<file path="config.mk">
export PLATFORM = sky130hd
export DESIGN_NAME = display_mode_sequencer
export DESIGN_NICKNAME = d
export VERILOG_FILES = /design/src/rtl/display_mode_sequencer.sv
export SDC_FILE = /design/constraint.sdc
export NUM_CORES = 1
export LEC_CHECK = 0
export ABC_AREA = 1
export BUFFER_PORTS_ARGS = -buffer_cell sky130_fd_sc_hd__buf_2
export CAP_MARGIN = 20
export CORE_MARGIN = 1.5
export CORE_UTILIZATION = 25
export DETAILED_ROUTE_END_ITERATION = 7
export PLACE_DENSITY_LB_ADDON = 0.12
export SYNTH_ARGS = -nofsm -noshare
export SYNTH_HDL_FRONTEND = slang
export SYNTH_SLANG_ARGS = --single-unit
</file>
<file path="constraint.sdc">
create_clock -name clk -period 2.3 [get_ports clk]
set_clock_uncertainty 0.05 [all_clocks]
set_input_delay 0.575 -clock clk [delete_from_list [all_inputs] [get_ports clk]]
set_output_delay 0.575 -clock clk [all_outputs]
set_load 0.01 [all_outputs]
</file>
<file path="src/rtl/display_mode_sequencer.sv">
// Display mode selection (key / auto-rotate), freshness-gated refresh strobe,
// hold (freeze) control and stale-data flag for the display controller.
module display_mode_sequencer #(
  parameter int unsigned DEBOUNCE_CYCLES = 1_000_000,
  parameter int unsigned DWELL_CYCLES    = 150_000_000,
  parameter int unsigned REFRESH_CYCLES  = 5_000_000,
  parameter int unsigned STALE_TICKS     = 8
) (
  input  logic       clk,
  input  logic       rst,
  input  logic       key_next_n,
  input  logic       key_hold_n,
  input  logic       auto_en,
  input  logic       fft_valid,
  input  logic       spl_valid,
  input  logic       bpm_valid,
  output logic [2:0] display_mode,
  output logic       disp_enable,
  output logic       mode_changed,
  output logic       hold_active,
  output logic       stale
);

  localparam int unsigned DbW = $clog2(DEBOUNCE_CYCLES + 1);
  localparam int unsigned DwW = $clog2(DWELL_CYCLES + 1);
  localparam int unsigned RfW = $clog2(REFRESH_CYCLES + 1);
  localparam int unsigned StW = $clog2(STALE_TICKS + 1);

  typedef enum logic [1:0] {StIdle, StArmed, StPulse} upd_state_e;

  logic [1:0] key_raw;
  logic [1:0] press_ev;

  assign key_raw = {key_hold_n, key_next_n};

  // Index 0 = next key, 1 = hold key.
  for (genvar k = 0; k < 2; k++) begin : g_key
    logic           sync1_q, sync2_q, deb_q, deb_d, seen_rel_q, press_q;
    logic [DbW-1:0] cnt_q, cnt_d;

    always_comb begin
      cnt_d = '0;
      deb_d = deb_q;
      if (sync2_q != deb_q) begin
        if (cnt_q == DbW'(DEBOUNCE_CYCLES - 1)) begin
          deb_d = sync2_q;
        end else begin
          cnt_d = cnt_q + 1'b1;
        end
      end
    end

    // Synchronizer resets to "pressed" so a key held through reset must be
    // seen released before any press can be reported.
    always_ff @(posedge clk) begin
      if (rst) begin
        sync1_q    <= 1'b0;
        sync2_q    <= 1'b0;
        deb_q      <= 1'b1;
        cnt_q      <= '0;
        seen_rel_q <= 1'b0;
        press_q    <= 1'b0;
      end else begin
        sync1_q    <= key_raw[k];
        sync2_q    <= sync1_q;
        deb_q      <= deb_d;
        cnt_q      <= cnt_d;
        seen_rel_q <= seen_rel_q | sync2_q;
        press_q    <= seen_rel_q & deb_q & ~deb_d;
      end
    end

    assign press_ev[k] = press_q;
  end

  logic           next_press, hold_press, auto_adv, adv, tick;
  logic [1:0]     mode_q, mode_d;
  logic           hold_q, hold_d;
  logic [DwW-1:0] dwell_q, dwell_d;
  logic [RfW-1:0] ref_q, ref_d;
  logic [StW-1:0] stale_cnt_q, stale_cnt_d;
  logic [2:0]     fresh_q, fresh_d, valid_vec, req, flag_clr;
  logic           req_met, pulse_d;
  logic           disp_enable_q, mode_changed_q, stale_q;
  upd_state_e     state_q, state_d;

  assign next_press = press_ev[0];
  assign hold_press = press_ev[1];
  assign valid_vec  = {bpm_valid, spl_valid, fft_valid};
  assign auto_adv   = auto_en & ~hold_q & (dwell_q == DwW'(DWELL_CYCLES - 1));
  assign adv        = next_press | auto_adv;
  assign tick       = (ref_q == RfW'(REFRESH_CYCLES - 1));

  always_comb begin
    hold_d = hold_q;
    if (hold_q) begin
      if (next_press || hold_press) hold_d = 1'b0;
    end else if (hold_press) begin
      hold_d = 1'b1;
    end
    mode_d  = adv ? mode_q + 2'd1 : mode_q;
    dwell_d = dwell_q;
    if (!auto_en || adv) begin
      dwell_d = '0;
    end else if (!hold_q) begin
      dwell_d = dwell_q + 1'b1;
    end
    ref_d = tick ? '0 : ref_q + 1'b1;
  end

  always_comb begin
    case (mode_q)
      2'd0:    req = 3'b001;
      2'd1:    req = 3'b010;
      2'd2:    req = 3'b100;
      default: req = 3'b011;
    endcase
  end

  // Current-cycle valid pulses count towards readiness.
  assign req_met = (((fresh_q | valid_vec) & req) == req);

  always_ff @(posedge clk) begin
    if (rst) begin
      state_q <= StIdle;
    end else begin
      state_q <= state_d;
    end
  end

  always_comb begin
    state_d = state_q;
    if (adv) begin
      state_d = StIdle;
    end else begin
      unique case (state_q)
        StIdle:  if (req_met) state_d = StArmed;
        StArmed: if (tick && !hold_q) state_d = StPulse;
        StPulse: state_d = StIdle;
        default: state_d = StIdle;
      endcase
    end
  end

  always_comb begin
    pulse_d  = (state_d == StPulse);
    flag_clr = (state_q == StPulse) ? req : 3'b000;
    // A valid arriving during the pulse cycle survives the clear.
    fresh_d  = adv ? 3'b000 : ((fresh_q & ~flag_clr) | valid_vec);
    stale_cnt_d = stale_cnt_q;
    if (adv || pulse_d) begin
      stale_cnt_d = '0;
    end else if (tick && !hold_q && (stale_cnt_q != StW'(STALE_TICKS))) begin
      stale_cnt_d = stale_cnt_q + 1'b1;
    end
  end

  always_ff @(posedge clk) begin
    if (rst) begin
      mode_q         <= 2'd0;
      hold_q         <= 1'b0;
      dwell_q        <= '0;
      ref_q          <= '0;
      stale_cnt_q    <= '0;
      fresh_q        <= 3'b000;
      disp_enable_q  <= 1'b0;
      mode_changed_q <= 1'b0;
      stale_q        <= 1'b0;
    end else begin
      mode_q         <= mode_d;
      hold_q         <= hold_d;
      dwell_q        <= dwell_d;
      ref_q          <= ref_d;
      stale_cnt_q    <= stale_cnt_d;
      fresh_q        <= fresh_d;
      disp_enable_q  <= pulse_d;
      mode_changed_q <= adv;
      stale_q        <= (stale_cnt_d == StW'(STALE_TICKS));
    end
  end

  assign display_mode = {1'b0, mode_q};
  assign disp_enable  = disp_enable_q;
  assign mode_changed = mode_changed_q;
  assign hold_active  = hold_q;
  assign stale        = stale_q;

endmodule

</file>
==> results.md <==
* Drt drc at 0
* Share of cells above drive strength 1 at 0.1021
* Fin. max-slew vios at 0
* Xor and xnor area share after synthesis at 0.06250
* Final HPWL DP at 9.600 mm
* Average size of a mapped cell at between 6 and 7 sq um
* Crit path max fanout at 13
* Tcrit/Tclk final at 0.8237
* Hold Path Origin: key_hold_n
* Total negative slack at 0 ns
* Hold/Removal Path Class: in2reg
* Vias per cell at 4.249
* RD Place Congestion at roughly 0.75
* Count of final setup violators at 0
* Final WL at 13.05 mm
* Data required time of the worst path at ~1.7 ns
* Core area at 0.02257 sq mm
* Sequential fraction of the synthesis area at 0.4042
* Critical path arrival at 1.27 ns
* Synth top area cells: dfxtp_1, nand2_1, nor2_1
* Number of distinct library cells after synthesis at 37
* Unrepaired setup endpoints after global routing: false
* CP Capture Type: output port
* Vias at a little under 5,000
* FP Rows at 55
* Post-synth top cells: nand2_1, nor2_1, dfxtp_1
* Post-synthesis adder-cell area fraction at 0.01960
* Die area at 0.02390 sq mm
* Mux cell area share after synthesis at 0
* Async SR Flop Fraction at 0
* Root buf cell: clkbuf_16
* Hold buffers post-CTS at 0
* Fmax at between 0.5 and 0.6 GHz
* Largest family of logic cells by synthesized area: simple AND/OR/NAND/NOR gates
* VDD IR max at approximately 0.52 mV
* # port buffers at 13
* Total power at 4.863 mW
* DR WL/cell at ~11 um
* First-pass GRT wire length at 22.71 mm
* Nets at ~870
* I/O pin cnt at 15
* H-tree depth at 4
* Cells after Synth at 821
* CTS tree: yes
* Place WS at 0.3818 ns
* Die W at ~150 um
* Complex-gate fraction of the synthesized area at 0.05248
* Final Hold Viols at 0
* Status: finished clean
* Post-synth top area share at 0.4042
* Post-synth EDFFs at 0
* Later-pin clock latency in the skew report at 0.42 ns
* Reg2reg start: dwell_q[0]
* Final instance area at 0.006766 sq mm
* Area of placed instances at 0.006161 sq mm
* Pin count of the biggest net entering global routing at 29
* Area grow syn2layout at 17.77%
* Leak Pwr at 2.502 nW
* Post-CTS resize count at 0
* Post-synth net total at 838
* Total GRT Usage at 0.1187
* Dominant synthesized flop cell: dfxtp_1
* Antenna viol nets, final at 0
* Final worst slack at between 0.4 and 0.5 ns
* Crit path time final at 1.895 ns
* Clk buf depth at 2
* Worst setup path category: reg2out
* Most common cell in the netlist: nand2_1
* Post-CTS setup buffer count at 0
* Number of global-route vias before repair at 4,686
* CTS clock-pin slew for the worst setup and hold paths at 0.06 ns
* Filler instances at 2,499
* TritonCTS Sinks at 116
* CP startpoint: hold_active
* Cell taking the most area after synthesis: dfxtp_1
* Initial Utilization at 0.2545
* Synth warn at 0
* DR pass1 iterations at 6
* Die height at roughly 150 um
* # Max-Cap Violations at 0
* Antenna Cells at 0
* Number of buffers created by CTS at 17
* Iter 0 DRT Violations at between 200 and 250
* Gr ovfl total at 0
* #FFs+latches synth at 116
* Mapped Area at 0.005746 sq mm
* Initial antenna violation count at 0
* Power per cell area at slightly above 700 mW/mm^2
* Hold Slack at 0.3112 ns
* CP startpoint kind: register
* Post-synthesis simple-gate area fraction at 0.3870
==> per-stage QoR <==
| step | utilization | instances |
|---|---|---|
| after floorplan | - | 821 |
| after global placement | 0.2729 | 1115 |
| after detailed placement | 0.2729 | 1115 |
| after CTS | 0.2998 | 1147 |
| after global routing | 0.2998 | 1147 |
| final | 0.2998 | 1147 |
==> state kept, by name, summed over array words and instances (netlist names) <==
name              flops
g_key.seen_rel_q      2
disp_enable           1
g_key.cnt_q          40
g_key.sync1_q         2
mode_changed          1
ref_q                23
state_q               2
hold_active           1
g_key.deb_q           2
dwell_q              28
stale_cnt_q           4
g_key.sync2_q         2
stale                 1
g_key.press_q         2
fresh_q               3
mode_q                2
==> cell usage in the layout (no fill, tap or decap), types with 3 or more instances in the layout <==
cell        instances
buf_2              13
nor3b_1             7
clkbuf_8            4
xnor2_1             9
nor2_1            157
nor2_4              3
dfxtp_1           116
nor3_2              4
nor4_1              5
clkbuf_16          17
nand2_1           179
buf_4               8
xor2_1             32
nand3b_1            4
a21oi_1            38
inv_1              93
nor2_2              9
o21ai_0            12
nand4_1            25
or2_2               7
nor3_1             35
nand3_1            42
clkinvlp_4          5
ha_1                9
==> where the power goes <==
group	leakage [nW]	internal, mW	switching [mW]	total, mW
sequential	0.939	2.04	0.0154	2.05
clock	0.284	1.71	0.996	2.70
combinational	1.28	0.0377	0.0694	0.107
==> area by class of cell <==
| cell class | instances | area (sq um) | area share |
|---|---|---|---|
| Multi-Input combinational cell | 598 | 3000 | 0.4434 |
| Sequential cell | 116 | 2322 | 0.3432 |
| Clock buffer | 21 | 480.5 | 0.07101 |
| Inverter | 95 | 356.6 | 0.05270 |
| Tap cell | 285 | 356.6 | 0.05270 |
| Clock inverter | 11 | 125.1 | 0.01849 |
| Timing Repair Buffer | 21 | 125.1 | 0.01849 |
==> layer usage <==
layer  share of wire  up-vias  track usage
met4           0.017        0      0.04945
met2            0.43       44       0.1806
met1            0.53     2128       0.1575
met3           0.030       12      0.03334
met5               0        -            0
li1                -     2690            -
==> cell families (layout without fill, tap and decap cells) <==
logic type,after synthesis,after routing
AOI/OAI and AO/OA,57,57
xor gates and xnor gates,41,41
adders and majority gates,9,9
buffers and inverters,107,148
DFF,116,116
other,1,1
and+or+nand+nor,490,490
==> critical path, cell delays in order (launching register included) <==
cell and delay, ns:
dfxtp_1 0.44, buf_4 0.25, buf_2 0.17
==> final timing paths <==
| kind | end | slack (ns) | depth (start not counted) |
|---|---|---|---|
| worst max-delay path | hold_active | 0.41 | 2 |
| worst min-delay path | g_key[1].sync1_q | 0.31 | 3 |
| worst max register to register | dwell_q[15] | 0.41 | 10 |
| worst min register to register | g_key[0].sync2_q | 0.35 | 2 |
(Power assumes the default switching activity.)
